[config.mk]
export PLATFORM = sky130hd
export DESIGN_NAME = rr_arbiter
export DESIGN_NICKNAME = d
export VERILOG_FILES = /design/src/rtl/arb_pkg.sv /design/src/rtl/rr_pick.sv /design/src/rtl/rr_arbiter.sv
export SDC_FILE = /design/constraint.sdc
export NUM_CORES = 1
export LEC_CHECK = 0
export ABC_CLOCK_PERIOD_IN_PS = 4300
export BUFFER_PORTS_ARGS = -buffer_cell sky130_fd_sc_hd__buf_2
export CORE_MARGIN = 5
export CORE_UTILIZATION = 60
export DETAILED_ROUTE_END_ITERATION = 16
export GPL_TIMING_DRIVEN = 1
export PLACE_DENSITY_LB_ADDON = 0.3
export SETUP_SLACK_MARGIN = 0.02
export SYNTH_ARGS = -nofsm -noshare
export SYNTH_HDL_FRONTEND = slang
export SYNTH_SLANG_ARGS = --single-unit
[constraint.sdc]
create_clock -name clk -period 4.3 [get_ports clk]
set_input_delay 0.86 -clock clk [delete_from_list [all_inputs] [get_ports clk]]
set_output_delay 0.86 -clock clk [all_outputs]
set_load 0.01 [all_outputs]
[src/rtl/arb_pkg.sv]
// Shared types and default sizing for the round-robin arbiter.
package arb_pkg;

    typedef enum logic {
        IDLE  = 1'b0,
        GRANT = 1'b1
    } arb_state_t;

    localparam int unsigned ARB_N_DEF        = 4;
    localparam int unsigned ARB_MAX_HOLD_DEF = 8;

endpackage

[src/rtl/rr_pick.sv]
// Combinational rotate-and-priority-encode: first set request at or after
// start (wrapping), optionally skipping one excluded index.
module rr_pick #(
    parameter int unsigned N   = 4,
    parameter int unsigned IDW = $clog2(N)
) (
    input  logic [N-1:0]   req,
    input  logic [IDW-1:0] start,
    input  logic           excl_en,
    input  logic [IDW-1:0] excl_idx,
    output logic           valid,
    output logic [N-1:0]   onehot,
    output logic [IDW-1:0] idx
);

    logic [N-1:0]   masked;
    logic [IDW-1:0] cand;

    always_comb begin
        masked = req;
        valid  = 1'b0;
        onehot = '0;
        idx    = '0;
        cand   = '0;
        if (excl_en) begin
            masked[excl_idx] = 1'b0;
        end
        for (int unsigned i = 0; i < N; i++) begin
            cand = IDW'((32'(start) + i) % N);
            if (!valid && masked[cand]) begin
                valid        = 1'b1;
                onehot[cand] = 1'b1;
                idx          = cand;
            end
        end
    end

endmodule

[src/rtl/rr_arbiter.sv]
// N-way round-robin arbiter with registered one-hot grant and zero-bubble handoff.
// Define RR_ARB_TIMEOUT_EN to force rotation after MAX_HOLD consecutive grant cycles.
module rr_arbiter
    import arb_pkg::*;
#(
    parameter int unsigned N        = ARB_N_DEF,
    parameter int unsigned MAX_HOLD = ARB_MAX_HOLD_DEF,
    parameter int unsigned IDW      = $clog2(N)
) (
    input  logic           clk,
    input  logic           rst,
    input  logic [N-1:0]   req,
    output logic [N-1:0]   gnt,
    output logic [IDW-1:0] gnt_id,
    output logic           busy,
    output logic           preempt
);

    if ((N < 2) || (N > 16) || (MAX_HOLD < 2)) begin : g_bad_cfg
        $error("rr_arbiter: unsupported N or MAX_HOLD");
    end

    arb_state_t     state, state_n;
    logic [N-1:0]   gnt_n;
    logic [IDW-1:0] gnt_id_n;
    logic [IDW-1:0] rr_ptr, rr_ptr_n;
    logic [IDW-1:0] succ;
    logic           busy_n;

    logic           idle_valid, hand_valid;
    logic [N-1:0]   idle_oh, hand_oh;
    logic [IDW-1:0] idle_idx, hand_idx;

`ifdef RR_ARB_TIMEOUT_EN
    localparam int unsigned HW = $clog2(MAX_HOLD + 1);
    logic [HW-1:0] hold_cnt, hold_n;
    logic          preempt_n;
`endif

    assign succ = IDW'((32'(gnt_id) + 32'd1) % N);

    rr_pick #(.N(N), .IDW(IDW)) u_idle_pick (
        .req      (req),
        .start    (rr_ptr),
        .excl_en  (1'b0),
        .excl_idx ({IDW{1'b0}}),
        .valid    (idle_valid),
        .onehot   (idle_oh),
        .idx      (idle_idx)
    );

    // Handoff pick: scan from the owner's successor, owner excluded.
    rr_pick #(.N(N), .IDW(IDW)) u_hand_pick (
        .req      (req),
        .start    (succ),
        .excl_en  (1'b1),
        .excl_idx (gnt_id),
        .valid    (hand_valid),
        .onehot   (hand_oh),
        .idx      (hand_idx)
    );

    always_ff @(posedge clk) begin
        if (rst) begin
            state    <= IDLE;
            gnt      <= '0;
            gnt_id   <= '0;
            busy     <= 1'b0;
            rr_ptr   <= '0;
`ifdef RR_ARB_TIMEOUT_EN
            hold_cnt <= '0;
            preempt  <= 1'b0;
`endif
        end else begin
            state    <= state_n;
            gnt      <= gnt_n;
            gnt_id   <= gnt_id_n;
            busy     <= busy_n;
            rr_ptr   <= rr_ptr_n;
`ifdef RR_ARB_TIMEOUT_EN
            hold_cnt <= hold_n;
            preempt  <= preempt_n;
`endif
        end
    end

`ifndef RR_ARB_TIMEOUT_EN
    assign preempt = 1'b0;
`endif

    always_comb begin
        state_n   = state;
        gnt_n     = gnt;
        gnt_id_n  = gnt_id;
        rr_ptr_n  = rr_ptr;
`ifdef RR_ARB_TIMEOUT_EN
        hold_n    = hold_cnt;
        preempt_n = 1'b0;
`endif
        case (state)
            IDLE: begin
                if (idle_valid) begin
                    state_n  = GRANT;
                    gnt_n    = idle_oh;
                    gnt_id_n = idle_idx;
`ifdef RR_ARB_TIMEOUT_EN
                    hold_n   = HW'(1);
`endif
                end
            end
            GRANT: begin
                if (!req[gnt_id]) begin
                    rr_ptr_n = succ;
                    if (hand_valid) begin
                        gnt_n    = hand_oh;
                        gnt_id_n = hand_idx;
`ifdef RR_ARB_TIMEOUT_EN
                        hold_n   = HW'(1);
`endif
                    end else begin
                        state_n  = IDLE;
                        gnt_n    = '0;
                        gnt_id_n = '0;
`ifdef RR_ARB_TIMEOUT_EN
                        hold_n   = '0;
`endif
                    end
                end
`ifdef RR_ARB_TIMEOUT_EN
                // At the hold limit the owner yields only if someone else is waiting.
                else if (hold_cnt == HW'(MAX_HOLD)) begin
                    if (hand_valid) begin
                        rr_ptr_n  = succ;
                        gnt_n     = hand_oh;
                        gnt_id_n  = hand_idx;
                        hold_n    = HW'(1);
                        preempt_n = 1'b1;
                    end
                end else begin
                    hold_n = hold_cnt + HW'(1);
                end
`endif
            end
            default: state_n = IDLE;
        endcase
        busy_n = |gnt_n;
    end

    a_gnt_ok: assert property (@(posedge clk) disable iff (rst)
        $onehot0(gnt) && (busy ? (gnt == (N'(1) << gnt_id)) : (gnt_id == '0)));

endmodule

==> results.toml, run 1 <==
[critical_path]
cp_max_fo = 12
required_ns = 4.45
ff2ff_setup_slack_ns = 0.71
rr_worst_depth = 8
rr_endpoint = "busy$_SDFF_PP0_"
cp-end-kind = "register"
crit_arrival_ns = 3.74
criticalPathCategory = "reg -> reg"
r2r-start = "rr_ptr[1]$_SDFFE_PP0P_"
start_kind = "register"

[routing]
drt-total-wl_um = 3850
wl_per_cell_um = 18.0
drc = 0
viasPerCell = 6.93
drt_iter0_drc = 133
route.vias.total = 1483
firstDrtPassIters = 4
drtAntennaViolNets = 0

[placed_design]
dp.final_hpwl_um = 2880
port_buffers = 12
place_area_um2 = 1570
place.gp.congestion = 1.02
pre_cts_ws_ns = 0.784

[pwr]
power_w = 0.00100
p_per_area_nw_per_um2 = 624
ir_drop_uv = 513
p_leak_nw = 0.619

[final_layout]
fill_cells = 214
antenna_cells = 0
drive_above_1_share_pct = 22.8
final_common_cell = "ha_1"
final_area_um2 = 1600
final_cell_mix = "16 x ha_1, 15 x nor2_1, 12 x buf_2"
layout.nets = 207
syn_to_final_growth_pct = 5.18

[outcome]
status = "completed"

[timing]
grt_setup_unrepaired = "false"
fin_crit_ns = 3.59
finalHoldViolCount = 0
fin_setup_tns_ns = 0
skew_ns = 0.0112
fmax_mhz = 278
tightest_slew_ns = 0.739
setup_viol = 0
relSlewSlack_pct = 50.4
slew_viol_final = 0
hold_ws_ns = 0.622
fin_ws_ns = 0.708
post-route-period-util_pct = 83.5

[clock_network]
cts_made_buffers = 3
cts_setup_buffers = 0
cts.sinks = 10
clk_pin_slew_ns = 0.08
clkLatencyLatePin_ns = 0.28
cts-resized-gates = 0
cts_max_path_buffers = 2
cts.htree.levels = 1
cts_root_buf = "clkbuf_4"
tritoncts = "done"
ctsHoldBuffers = 0

[run]
drv_cap = 0

[floorplan]
core.rowCount = 18
fp.dieArea_um2 = 3650
die_w_um = 60.4
core_region_area_um2 = 2450
die_h_um = 60.4
start_util_pct = 62.0
pin_count = 14

[logic_synthesis]
synth_enable_flop_cells = 0
synth.top_cell.area_share_pct = 13.1
ys_warn_count = 0
ys_ff_latch = 10
yosysTopAreaCell = "dfxtp_1"
yosys_most_used_dff = "dfxtp_1"
syn_nets = 201
yosysUniqueCellTypes = 55
avgSynthCellArea_um2 = 8.51
ys_seq_area_share_pct = 13.1
synthTopCellsByArea = "dfxtp_1 13%, ha_1 13%, mux4_2 10%, mux2i_1 3.9%, mux2_2 3.7%"
synthArstFlopShare_pct = 0
synth_cells = 179
syn_area_um2 = 1520

[global_routing]
antenna_found_initial = 0
grt_max_degree = 21
grt-ovfl-total = 0
grt_pass1_vias = 1400
grt_pass1_wl_um = 6580
grtUsageTotal_pct = 23.5

[hold_path]
hp-class = "reg -> reg"
hold-path-cell-count = 2
whs_endpoint = "rr_ptr[0]$_SDFFE_PP0P_"
min_from = "rr_ptr[0]$_SDFFE_PP0P_"
==> cells in the mapped netlist (all sizes together), types with 3 or more instances <==
cell type   n
ha         16
nor2       16
buf        10
dfxtp      10
nand2      10
a21oi       8
inv         7
mux4        7
o21ai       7
mux2i       6
nand3       6
mux2        5
a221oi      4
a41oi       4
nand2b      4
nor2b       4
or3b        4
a22oi       3
clkbuf      3
nor3        3
nor3b       3
o221ai      3
o32ai       3
or2         3
or3         3
==> report_power, final <==
| group | internal [W] | switching (W) | total, W | leakage, nW |
|---|---|---|---|---|
| logic | 0.000318 | 0.000430 | 0.000749 | 0.515 |
| registers | 0.000126 | 0.0000364 | 0.000162 | 0.0828 |
| clock network | 0.0000515 | 0.0000375 | 0.0000890 | 0.0210 |
| total | 0.000496 | 0.000504 | 0.00100 | 0.619 |
==> cells by family (layout without fill, tap and decap cells) <==
logic type	count (synthesis)	after routing	synth area share, %
AOI/OAI and AO/OA	52	52	26.3
DFF	10	10	13.1
adders and majority gates	16	16	13.1
muxes	18	18	18.0
and+or+nand+nor	62	62	22.8
buffers and inverters	20	25	6.33
other	1	1	0.246
==> registers in the layout (all words and copies together), names as in the netlist <==
name,flops
rr_ptr,2
state,1
busy,1
gnt_id,2
gnt,4
==> cell type report <==
type	count	area [µm²]	area share [%]
timing repair buffer	14	75.1	4.69
inverter	7	26.3	1.64
sequential	10	200	12.5
multi-input combinational	149	1230	76.6
clock buffer	4	36.3	2.27
tap	30	37.5	2.34
==> per-layer routing <==
| layer | GRT usage, % | part of all wire [%] | routed length, µm |
|---|---|---|---|
| met1 | 32.4 | 41 | 1580 |
| met2 | 38.3 | 49 | 1880 |
| met3 | 3.40 | 7.9 | 306 |
| met4 | 6.65 | 2.0 | 78 |
| met5 | 0 | 0 | 0 |
==> worst max path at each step <==
| stage | from | end | cells after the start |
|---|---|---|---|
| final | rr_ptr[1]$_SDFFE_PP0P_ | busy$_SDFF_PP0_ | 8 |
| after global routing | rr_ptr[1]$_SDFFE_PP0P_ | busy$_SDFF_PP0_ | 8 |
| after CTS | rr_ptr[1]$_SDFFE_PP0P_ | busy$_SDFF_PP0_ | 8 |
| after detailed placement | rr_ptr[1]$_SDFFE_PP0P_ | busy$_SDFF_PP0_ | 8 |
| after global placement | rr_ptr[1]$_SDFFE_PP0P_ | busy$_SDFF_PP0_ | 8 |
| after floorplan | rr_ptr[0]$_SDFFE_PP0P_ | busy$_SDFF_PP0_ | 9 |
==> critical path, stage by stage (launching register included) <==
cell	delay (ns)
dfxtp_1	0.60
inv_1	0.21
ha_1	0.42
mux4_2	0.57
nor2_2	0.30
nand2_1	0.21
a32o_1	0.25
or3_4	0.38
or4_1	0.52
==> through the flow <==
| stage | std cells | util (%) |
|---|---|---|
| global placement | 210 | 63.8 |
| CTS | 214 | 65.2 |
| detailed placement | 210 | 63.8 |
| finish | 214 | 65.2 |
| global route | 214 | 65.2 |
| floorplan | 179 | - |
No activity file was read; power rests on OpenSTA's default activity.
==> inputs of run 2 (changes only) <==
Settings changed: ABC_CLOCK_PERIOD_IN_PS 4300 to 3300, CORE_UTILIZATION 60 to 54.
Clock period 4.3 ns to 3.3 ns, I/O delays scaled along.
==> results.toml, run 2 (synthesis results as in run 1) <==
[outcome]
status = "completed"

[clock_network]
cts_setup_buffers = 0
clkLatencyLatePin_ns = 0.26
ctsHoldBuffers = 0
cts_max_path_buffers = 2
cts_made_buffers = 3
tritoncts = "done"
cts.htree.levels = 1
cts-resized-gates = 0
cts.sinks = 10
clk_pin_slew_ns = 0.06
cts_root_buf = "clkbuf_4"

[pwr]
p_leak_nw = 0.643
p_per_area_nw_per_um2 = 812
ir_drop_uv = 673

[critical_path]
cp_max_fo = 11
cp_num_cells = 7
cpLargestDelayFamily = "simple AND/OR/NAND/NOR gates"
cp-end-kind = "register"
slowest_stage = "mux4_2"
crit_buf_inv = 1
start_kind = "register"
criticalPathCategory = "reg -> reg"
rr_worst_depth = 7
crit_path_cell_trace = "inv_1, ha_1, mux4_2, a32oi_1, a21oi_1, or3_4, or4_1"
required_ns = 3.44
cp_slowest_stage_delay_ns = 0.67
crit_arrival_ns = 3.19

[routing]
viasPerCell = 6.73
route.vias.total = 1481
firstDrtPassIters = 4
drt_iter0_drc = 181
drc = 0
wl_per_cell_um = 17.3
drtAntennaViolNets = 0
drt-total-wl_um = 3820

[timing]
fmax_mhz = 328
finalHoldViolCount = 0
fin_crit_ns = 3.05
grt_setup_unrepaired = "false"
post-route-period-util_pct = 92.4
skew_ns = 0.00643
setup_viol = 0
slew_viol_final = 0
tightest_slew_ns = 0.523
relSlewSlack_pct = 65.0
fin_setup_tns_ns = 0

[run]
drv_cap = 0

[floorplan]
die_h_um = 63.1
core_region_area_um2 = 2730
start_util_pct = 55.7
pin_count = 14
die_w_um = 63.1
fp.dieArea_um2 = 3980
core.rowCount = 19

[final_layout]
fill_cells = 253
drive_above_1_share_pct = 24.9
regArea_um2 = 200
max_flop_register = "gnt"
syn_to_final_growth_pct = 7.72
final_cell_mix = "16 x ha_1, 15 x nor2_1, 12 x buf_2"
multiInputGateArea_um2 = 1230
final_area_um2 = 1640
final_common_cell = "ha_1"
top_regs = "gnt x4, gnt_id x2, rr_ptr x2"
antenna_cells = 0
largest_register_ffs = 4
layout.nets = 212

[global_routing]
grt_pass1_vias = 1372
grt-ovfl-total = 0
grt_pass1_wl_um = 6510
grt_max_degree = 21
antenna_found_initial = 0
grtUsageTotal_pct = 19.2

[placed_design]
dp.final_hpwl_um = 2900
place_area_um2 = 1600
port_buffers = 12
place.gp.congestion = 0.944

[hold_path]
hold-path-cell-count = 3
hp-class = "reg -> reg"
[run 2: where the power goes]
group          internal [W]  total (W)  switching (W)
Sequential         0.000164   0.000200      0.0000362
Clock             0.0000668   0.000106      0.0000390
Combinational      0.000443    0.00103       0.000583
Total              0.000674    0.00133       0.000658
[run 2: metal layers]
layer / track usage (%) / wire (µm)
met3: 3.91 / 280
met1: 27.6 / 1710
met4: 2.65 / 0
met2: 30.3 / 1820
met5: 0 / 0
[run 2: worst paths after layout]
kind / from / slack (ns) / endpoint
min: gnt[1]$_SDFF_PP0_ / 0.63 / gnt[1]$_SDFF_PP0_
min reg2reg: gnt[1]$_SDFF_PP0_ / 0.63 / gnt[1]$_SDFF_PP0_
max: gnt_id[1]$_SDFFE_PP0P_ / 0.25 / busy$_SDFF_PP0_
max reg2reg: gnt_id[1]$_SDFFE_PP0P_ / 0.25 / busy$_SDFF_PP0_
[run 2: final cells by class]
class,count,area share (%)
multi-input combinational,149,74.8
clock buffer,4,2.21
tap,31,2.36
timing repair buffer,19,6.87
inverter,7,1.60
sequential,10,12.2
[run 2: through the flow]
step | utilization, % | worst slack [ns] | cells | hold slack, ns | total power [W]
after global placement | 58.7 | 0.215 | 216 | 0.613 | 0.00118
final | 60.0 | 0.250 | 220 | 0.627 | 0.00133
after floorplan | - | 0.0984 | 179 | 0.616 | 0.000969
after CTS | 60.0 | 0.229 | 220 | 0.629 | 0.00133
after global routing | 60.0 | 0.0548 | 220 | 0.689 | 0.00145
after detailed placement | 58.7 | 0.133 | 216 | 0.614 | 0.00121
[run 2: tightest hold or removal path: cells and delay by family (launching register included)]
family / cells / cell delay, ns
flops: 1 / 0.35
compound gates: 2 / 0.18
simple gates: 1 / 0.05
